File: config.mk
export PLATFORM = sky130hd
export DESIGN_NAME = lift_step
export DESIGN_NICKNAME = d
export VERILOG_FILES = /design/src/rtl/lift_pkg.sv /design/src/rtl/lift_step_core.sv /design/src/rtl/lift_step.sv
export SDC_FILE = /design/constraint.sdc
export NUM_CORES = 1
export LEC_CHECK = 0
export ABC_AREA = 1
export CORE_UTILIZATION = 47
export CTS_BUF_LIST = sky130_fd_sc_hd__clkbuf_4 sky130_fd_sc_hd__clkbuf_8
export DETAILED_ROUTE_END_ITERATION = 8
export HOLD_SLACK_MARGIN = 0.02
export PLACE_DENSITY = 0.72
export SETUP_SLACK_MARGIN = 0.5
export SLEW_MARGIN = 20
export SYNTH_ARGS = -nofsm -noshare
export SYNTH_HDL_FRONTEND = slang
export SYNTH_SLANG_ARGS = --single-unit
File: constraint.sdc
create_clock -name clk_i -period 1.4 [get_ports clk_i]
set_input_delay 0.21 -clock clk_i [delete_from_list [all_inputs] [get_ports clk_i]]
set_output_delay 0.21 -clock clk_i [all_outputs]
set_load 0.1 [all_outputs]
File: src/rtl/lift_pkg.sv
// Shared constants for the lifting-step datapath: operation codes and default sample width.
package lift_pkg;

    localparam int DATA_W_DEF = 8;

    typedef enum logic [3:0] {
        INV_UPDATE  = 4'd4,
        FWD_UPDATE  = 4'd5,
        INV_PREDICT = 4'd6,
        FWD_PREDICT = 4'd7
    } lift_op_e;

    // Only codes 4..7 select a lifting operation; bit 3 set is always invalid.
    function automatic logic is_valid_op(input logic [3:0] flags);
        return (flags[3:2] == 2'b01);
    endfunction

endpackage

File: src/rtl/lift_step_core.sv
// Combinational lifting arithmetic and narrowing to DATA_W+1 bits.
// Define LIFT_STEP_SAT_EN to saturate instead of wrapping on narrowing.
module lift_step_core
    import lift_pkg::*;
#(
    parameter int DATA_W = DATA_W_DEF
) (
    input  logic                     update_i,
    input  logic [3:0]               flags_i,
    input  logic [DATA_W-1:0]        left_i,
    input  logic [DATA_W-1:0]        sam_i,
    input  logic [DATA_W-1:0]        right_i,
    output logic signed [DATA_W:0]   res_o,
    output logic                     vld_o
);

    localparam int EW = DATA_W + 3;
    localparam logic signed [EW-1:0] RND = EW'(2);

    logic signed [EW-1:0] w_l;
    logic signed [EW-1:0] w_s;
    logic signed [EW-1:0] w_r;
    logic signed [EW-1:0] w_pred;
    logic signed [EW-1:0] w_upd;
    logic signed [EW-1:0] w_full;

    function automatic logic signed [DATA_W:0] narrow(input logic signed [EW-1:0] x);
`ifdef LIFT_STEP_SAT_EN
        logic signed [EW-1:0] sat_max;
        logic signed [EW-1:0] sat_min;
        sat_max = EW'((2 ** DATA_W) - 1);
        sat_min = -sat_max - EW'(1);
        if (x > sat_max)
            return sat_max[DATA_W:0];
        else if (x < sat_min)
            return sat_min[DATA_W:0];
        else
            return x[DATA_W:0];
`else
        return x[DATA_W:0];
`endif
    endfunction

    // Three guard bits keep S +/- (L+R+2) and the neighbour half-sums free of overflow.
    assign w_l    = $signed({3'b000, left_i});
    assign w_s    = $signed({3'b000, sam_i});
    assign w_r    = $signed({3'b000, right_i});
    assign w_pred = (w_l >>> 1) + (w_r >>> 1);
    assign w_upd  = (w_l + w_r + RND) >>> 2;

    always_comb begin
        w_full = w_s;
        case (lift_op_e'(flags_i))
            FWD_PREDICT: w_full = w_s - w_pred;
            FWD_UPDATE:  w_full = w_s + w_upd;
            INV_PREDICT: w_full = w_s + w_pred;
            INV_UPDATE:  w_full = w_s - w_upd;
            default:     w_full = w_s;
        endcase
    end

    assign res_o = narrow(w_full);
    assign vld_o = update_i && is_valid_op(flags_i);

endmodule

File: src/rtl/lift_step.sv
// Lifting step: registers the core result and the valid strobe (latency 1, no busy state).
// Optional macro LIFT_STEP_SAT_EN selects saturating narrowing in lift_step_core.
module lift_step
    import lift_pkg::*;
#(
    parameter int DATA_W = DATA_W_DEF
) (
    input  logic                     clk_i,
    input  logic                     rst_n_i,
    input  logic [3:0]               flags_i,
    input  logic                     update_i,
    input  logic [DATA_W-1:0]        left_i,
    input  logic [DATA_W-1:0]        sam_i,
    input  logic [DATA_W-1:0]        right_i,
    output logic signed [DATA_W:0]   res_o,
    output logic                     update_o
);

    logic signed [DATA_W:0] w_res_p0;
    logic                   w_vld_p0;
    logic signed [DATA_W:0] r_res_p1;
    logic                   r_vld_p1;

    lift_step_core #(
        .DATA_W (DATA_W)
    ) u_core (
        .update_i (update_i),
        .flags_i  (flags_i),
        .left_i   (left_i),
        .sam_i    (sam_i),
        .right_i  (right_i),
        .res_o    (w_res_p0),
        .vld_o    (w_vld_p0)
    );

    // p0 -> p1: result only loads on a valid request, otherwise it holds.
    always_ff @(posedge clk_i or negedge rst_n_i) begin
        if (!rst_n_i) begin
            r_res_p1 <= '0;
            r_vld_p1 <= 1'b0;
        end else begin
            r_vld_p1 <= w_vld_p0;
            if (w_vld_p0)
                r_res_p1 <= w_res_p0;
        end
    end

    assign res_o    = r_res_p1;
    assign update_o = r_vld_p1;

endmodule

==> results of run 1 <==
-- through the flow --
stage / area (um2) / utilization (%) / cells / setup slack (ns) / TNS (ns)
3_3_place_gp: 3170 / 79.2 / 470 / -2.39 / -17.62
2_1_floorplan: 2040 / - / 306 / -1.64 / -11.00
4_1_cts: 3620 / 90.6 / 491 / -1.66 / -11.67
3_5_place_dp: 3170 / 79.2 / 470 / -2.53 / -18.41
-- layer usage --
layer	track usage, %	overflow
met5	0	0
met4	115	101
met3	55.7	4
met2	142	364
met1	79.8	5
-- what timing repair did --
item                       in CTS
pin swaps                      72
setup buffers                  18
cloned                          0
gates resized for setup       141
setup endpoints to repair      20
-- kinds of logic after synthesis --
logic type | after synthesis
simple gates | 154
buf+inv | 59
compound gates | 46
xor+xnor | 5
fa+ha+maj | 32
flops | 10
==> metrics.txt, run 1 <==
# TYPE chip_impl_metric gauge
chip_impl_info{name="status",value="did not finish"} 1
chip_impl_info{name="last-stage-reached",value="global routing"} 1
chip_impl_info{name="run.stop_error",value="[ERROR GRT-0232] Routing congestion too high. Check the congestion heatmap in the GUI."} 1
chip_impl_metric{name="post_synth_mux_area_share",unit="%"} 0
chip_impl_metric{name="synthDistinctLibCells",unit=""} 39
chip_impl_info{name="yosysTopAreaCell",value="nand2_1"} 1
chip_impl_metric{name="grt.total_usage",unit="%"} 95.2
chip_impl_metric{name="post_synth_fa_ha_maj_area_fraction",unit="%"} 23.4
chip_impl_info{name="timing.repair.worst_endpoint_type",value="register input"} 1
chip_impl_metric{name="ys_warn_count",unit=""} 0
chip_impl_metric{name="max-clock-path-buffers",unit=""} 2
chip_impl_metric{name="dpl.hpwl",unit="mm"} 4.95
chip_impl_metric{name="yosys.area_share.simple",unit="%"} 35.8
chip_impl_info{name="synth_top_flop_cell",value="dfrtp_1"} 1
chip_impl_metric{name="die_w",unit="um"} 66.7
chip_impl_info{name="ys_top_cells_by_area",value="nand2_1, ha_1, dfrtp_1"} 1
chip_impl_info{name="post_grt_worst_ep",value="res_o[7]$_DFFE_PN0P_/D"} 1
chip_impl_metric{name="yosysTopAreaCellShare",unit="%"} 15.8
chip_impl_metric{name="numCtsBuffers",unit=""} 3
chip_impl_metric{name="mappedNetlistNets",unit=""} 369
chip_impl_metric{name="post_synth_xor_area_fraction",unit="%"} 2.99
chip_impl_metric{name="buffer_ports.inserted",unit=""} 40
chip_impl_metric{name="number_of_hold_buffers_added_after_cts",unit=""} 0
chip_impl_metric{name="clkSinkCount",unit=""} 10
chip_impl_metric{name="synth_sequential_area_ratio",unit="%"} 12.7
chip_impl_metric{name="grt.overflow.total",unit=""} 474
chip_impl_metric{name="synth_compound_gate_area_share",unit="%"} 13.9
chip_impl_metric{name="synth-async-reset-ratio",unit="%"} 100
chip_impl_metric{name="io_pins",unit=""} 41
chip_impl_metric{name="post_synth_edffs",unit=""} 0
chip_impl_metric{name="clock_tree.htree_level_count",unit=""} 1
chip_impl_info{name="clk_root_buffer_cell",value="clkbuf_8"} 1
chip_impl_metric{name="routabilityCongestion",unit=""} 0.867
chip_impl_info{name="synthTopCellsByCount",value="nand2_1, inv_1, ha_1, nand3_1, nor2_1"} 1
chip_impl_metric{name="number_of_cell_rows",unit=""} 23
chip_impl_metric{name="pin_count_of_the_biggest_net_entering_global_routing",unit=""} 12
chip_impl_info{name="main_combinational_cell_family_by_area_after_synthesis",value="simple AND/OR/NAND/NOR gates"} 1
chip_impl_metric{name="initial_core_util",unit="%"} 49.2
chip_impl_info{name="yosys.cell_count.top_type",value="nand2_1"} 1
chip_impl_metric{name="chipHeight",unit="um"} 66.7
chip_impl_metric{name="avgSynthCellArea",unit="um2"} 6.43
chip_impl_metric{name="syn_inst",unit=""} 306
chip_impl_metric{name="ys_ff_latch",unit=""} 10
chip_impl_metric{name="netlist_area",unit="um2"} 1970
==> run 2: changes to the inputs <==
--- a/config.mk
+++ b/config.mk
@@ -6,12 +6,9 @@
 export NUM_CORES = 1
 export LEC_CHECK = 0
 export ABC_AREA = 1
-export CORE_UTILIZATION = 47
-export CTS_BUF_LIST = sky130_fd_sc_hd__clkbuf_4 sky130_fd_sc_hd__clkbuf_8
+export CORE_UTILIZATION = 32
 export DETAILED_ROUTE_END_ITERATION = 8
-export HOLD_SLACK_MARGIN = 0.02
-export PLACE_DENSITY = 0.72
-export SETUP_SLACK_MARGIN = 0.5
+export PLACE_DENSITY_LB_ADDON = 0.15
 export SLEW_MARGIN = 20
 export SYNTH_ARGS = -nofsm -noshare
 export SYNTH_HDL_FRONTEND = slang
==> run 2 against run 1 <==
The flow now finishes, with violations (setup timing); synthesized cell count stayed put; synthesized area is the same.
==> metrics.txt, run 2 <==
# TYPE chip_impl_metric gauge
chip_impl_metric{name="avgSynthCellArea",unit="um2"} 6.43
chip_impl_metric{name="arrival",unit="ns"} 3.26
chip_impl_info{name="ys_top_cells_by_area",value="nand2_1, ha_1, dfrtp_1"} 1
chip_impl_info{name="final_common_cell",value="buf_4"} 1
chip_impl_metric{name="path_clk_slew",unit="ns"} 0.05
chip_impl_metric{name="skew",unit="ns"} 0
chip_impl_metric{name="number_of_slew_limit_violations_in_the_final_report",unit=""} 0
chip_impl_metric{name="buffer_ports.inserted",unit=""} 40
chip_impl_metric{name="fin_ws",unit="ns"} -1.69
chip_impl_metric{name="period_share",unit="%"} 221
chip_impl_metric{name="clock_tree.htree_level_count",unit=""} 1
chip_impl_metric{name="dpl.hpwl",unit="mm"} 4.70
chip_impl_metric{name="clkSinkCount",unit=""} 10
chip_impl_metric{name="finalSetupTns",unit="ns"} -11.70
chip_impl_info{name="yosysTopAreaCell",value="nand2_1"} 1
chip_impl_metric{name="total_leakage_power",unit="nW"} 1.89
chip_impl_metric{name="nets",unit=""} 514
chip_impl_metric{name="power",unit="W"} 0.00381
chip_impl_metric{name="numCtsBuffers",unit=""} 3
chip_impl_info{name="yosys.cell_count.top_type",value="nand2_1"} 1
chip_impl_metric{name="fin_hold_ws",unit="ns"} 0.302
chip_impl_info{name="timing.critical_path.cells",value="buf_8 -> ha_4 -> inv_2 -> fa_2 -> nor2_2 -> nand2_2 -> nand2_4 -> nand2_4 -> nand2_4 -> nand3_4 -> nor2_4 -> nor3_2 -> a211oi_2 -> ha_1 -> nand2_1 -> nand2_1 -> a31oi_2 -> inv_1 -> nand2_1 -> nand2_1 -> a21oi_2 -> o21ai_1 -> a21oi_1 -> a21o_1"} 1
chip_impl_metric{name="required",unit="ns"} 1.57
chip_impl_metric{name="number_of_flip_flops_under_the_largest_register_name",unit=""} 9
chip_impl_metric{name="antenna_violations_before_repair",unit=""} 0
chip_impl_metric{name="cap_violations",unit=""} 0
chip_impl_metric{name="min_period",unit="ns"} 3.09
chip_impl_metric{name="number_of_cell_rows",unit=""} 28
chip_impl_metric{name="routed_wirelength",unit="mm"} 6.10
chip_impl_metric{name="max-clock-path-buffers",unit=""} 2
chip_impl_info{name="failed_checks",value="setup timing"} 1
chip_impl_info{name="tritoncts",value="built"} 1
chip_impl_metric{name="synthDistinctLibCells",unit=""} 39
chip_impl_metric{name="die_area",unit="um2"} 6470
chip_impl_metric{name="avgViaCountPerCell",unit=""} 4.64
chip_impl_metric{name="nFillCells",unit=""} 518
chip_impl_metric{name="detail_route.first_pass.iterations",unit=""} 4
chip_impl_info{name="worst_setup_path_end_kind",value="flip-flop"} 1
chip_impl_metric{name="routabilityCongestion",unit=""} 0.812
chip_impl_metric{name="grt.total_usage",unit="%"} 20.9
chip_impl_metric{name="synth-async-reset-ratio",unit="%"} 100
chip_impl_metric{name="wire_per_inst",unit="um"} 11.6
chip_impl_metric{name="die_w",unit="um"} 80.4
chip_impl_metric{name="yosysTopAreaCellShare",unit="%"} 15.8
chip_impl_metric{name="io_pins",unit=""} 41
chip_impl_info{name="clk_root_buffer_cell",value="clkbuf_8"} 1
chip_impl_metric{name="power.density_cell_area",unit="nW/um2"} 1000
chip_impl_info{name="rsz0062_at_grt",value="yes"} 1
chip_impl_metric{name="endpoints_failing_hold",unit=""} 0
chip_impl_metric{name="chipHeight",unit="um"} 80.4
chip_impl_metric{name="grt.overflow.total",unit=""} 0
chip_impl_info{name="final_cell_mix",value="buf_4, nand2_1, inv_1"} 1
chip_impl_metric{name="synth_sequential_area_ratio",unit="%"} 12.7
chip_impl_metric{name="worst-slew-pin-transition",unit="ns"} 0.465
chip_impl_metric{name="num_antenna_cells",unit=""} 0
chip_impl_metric{name="ys_ff_latch",unit=""} 10
chip_impl_info{name="synth_top_flop_cell",value="dfrtp_1"} 1
chip_impl_metric{name="syn_inst",unit=""} 306
chip_impl_metric{name="pre_cts_slack",unit="ns"} -2.50
chip_impl_metric{name="slowest_delay",unit="ns"} 0.47
chip_impl_metric{name="initial_core_util",unit="%"} 33.2
chip_impl_metric{name="worst_case_headroom_to_the_max_slew_limit",unit="%"} 68.9
chip_impl_info{name="synthTopCellsByCount",value="nand2_1, inv_1, ha_1, nand3_1, nor2_1"} 1
chip_impl_info{name="worst_hold_path_type",value="input pin to async pin"} 1
chip_impl_metric{name="ant_nets",unit=""} 0
chip_impl_metric{name="via_count",unit=""} 2435
chip_impl_info{name="path_class",value="input pin to flip-flop"} 1
chip_impl_metric{name="first_global_vias",unit=""} 2614
chip_impl_metric{name="post_synth_edffs",unit=""} 0
chip_impl_metric{name="mappedNetlistNets",unit=""} 369
chip_impl_metric{name="finalSetupViolCount",unit=""} 9
chip_impl_metric{name="max_freq",unit="MHz"} 324
chip_impl_metric{name="netlist_area",unit="um2"} 1970
chip_impl_metric{name="largest_voltage_drop_on_the_vdd_net",unit="uV"} 1090
chip_impl_info{name="start_kind",value="input pin"} 1
chip_impl_info{name="crit_path_top_delay_cell",value="fa_2"} 1
chip_impl_metric{name="number_of_hold_buffers_added_after_cts",unit=""} 0
chip_impl_metric{name="core_area",unit="um2"} 5920
chip_impl_info{name="status",value="finished with violations"} 1
chip_impl_metric{name="ys_warn_count",unit=""} 0
chip_impl_metric{name="drt_drc_violations_left",unit=""} 0
chip_impl_metric{name="worstSkewPairLatency",unit="ns"} 0.23
chip_impl_info{name="cp_common_cell",value="nand2_1"} 1
chip_impl_metric{name="area_growth_syn_to_layout",unit="%"} 93.4
chip_impl_metric{name="ratio_of_cells_with_drive_above_1_in_the_final_layout",unit="%"} 50.2
chip_impl_metric{name="drt_iter0_markers",unit=""} 58
chip_impl_metric{name="grt_first_pass_wirelength",unit="mm"} 10.8
chip_impl_metric{name="pin_count_of_the_biggest_net_entering_global_routing",unit=""} 12
chip_impl_metric{name="maximum_fanout_along_the_worst_path",unit=""} 4
==> run 2: cell families after synthesis <==
group | Yosys count | share of synthesized area (%)
adder cells (fa/ha/maj) | 32 | 23.4
XOR/XNOR | 5 | 2.99
buffers and inverters | 59 | 11.3
flip-flops | 10 | 12.7
AO/OA/AOI/OAI | 46 | 13.9
AND/OR/NAND/NOR | 154 | 35.8
==> run 2: worst paths after layout <==
kind / start / end / slack, ns / depth (start not counted)
setup / recovery: right_i[2] / res_o[6] / -1.69 / 24
hold / removal: rst_n_i / res_o[0] / 0.30 / 1
setup reg to reg: res_o[8] / res_o[8] / 0.50 / 3
hold reg to reg: res_o[7] / res_o[7] / 0.53 / 2
max in group asynchronous: rst_n_i / res_o[6] / 0.78 / 1
min in group clk_i: res_o[7] / res_o[7] / 0.53 / 2
==> run 2: cell type report <==
cell class	count	area (um2)	area share, %
tap	75	93.8	2.47
inverter	58	235	6.18
clock buffer	4	55.1	1.45
multi-input combinational	237	1890	49.6
timing repair buffer	141	1280	33.8
sequential	10	250	6.57
==> run 2: repair_timing <==
item / in CTS / in global routing
pin swaps: 71 / 33
setup endpoints to repair: 9 / 9
setup buffers: 16 / 1
gates resized for setup: 115 / 36
==> run 2: report_power, final <==
part           switching [W]  total, W  leakage, nW  internal (W)
clock               0.000108  0.000354       0.0288      0.000247
sequential         0.0000861  0.000456        0.124      0.000370
combinational        0.00164   0.00300         1.74       0.00136
total                0.00183   0.00381         1.89       0.00198
==> run 2: per-layer routing <==
metal	GRT usage, %	up-vias	part of all wire, %
met5	0	-	0
met4	7.86	0	1.8
met3	1.36	12	2.5
met2	43.3	43	56
met1	21.0	1113	39
li1	-	1267	-
==> run 2: metrics by stage <==
stage                     instances  util [%]  area (um2)
after detailed placement        504      54.9        3250
final                           525      64.3        3810
after floorplan                 306         -        2030
after global routing            525      64.3        3810
after CTS                       524      61.8        3660
after global placement          504      54.9        3250
==> run 2: worst max-delay path, delay by kind of cell <==
family | cells | cell delay, ns
fa+ha+maj | 3 | 0.92
simple gates | 12 | 1.10
compound gates | 6 | 0.80
buf+inv | 3 | 0.22
(Power assumes the default switching activity.)
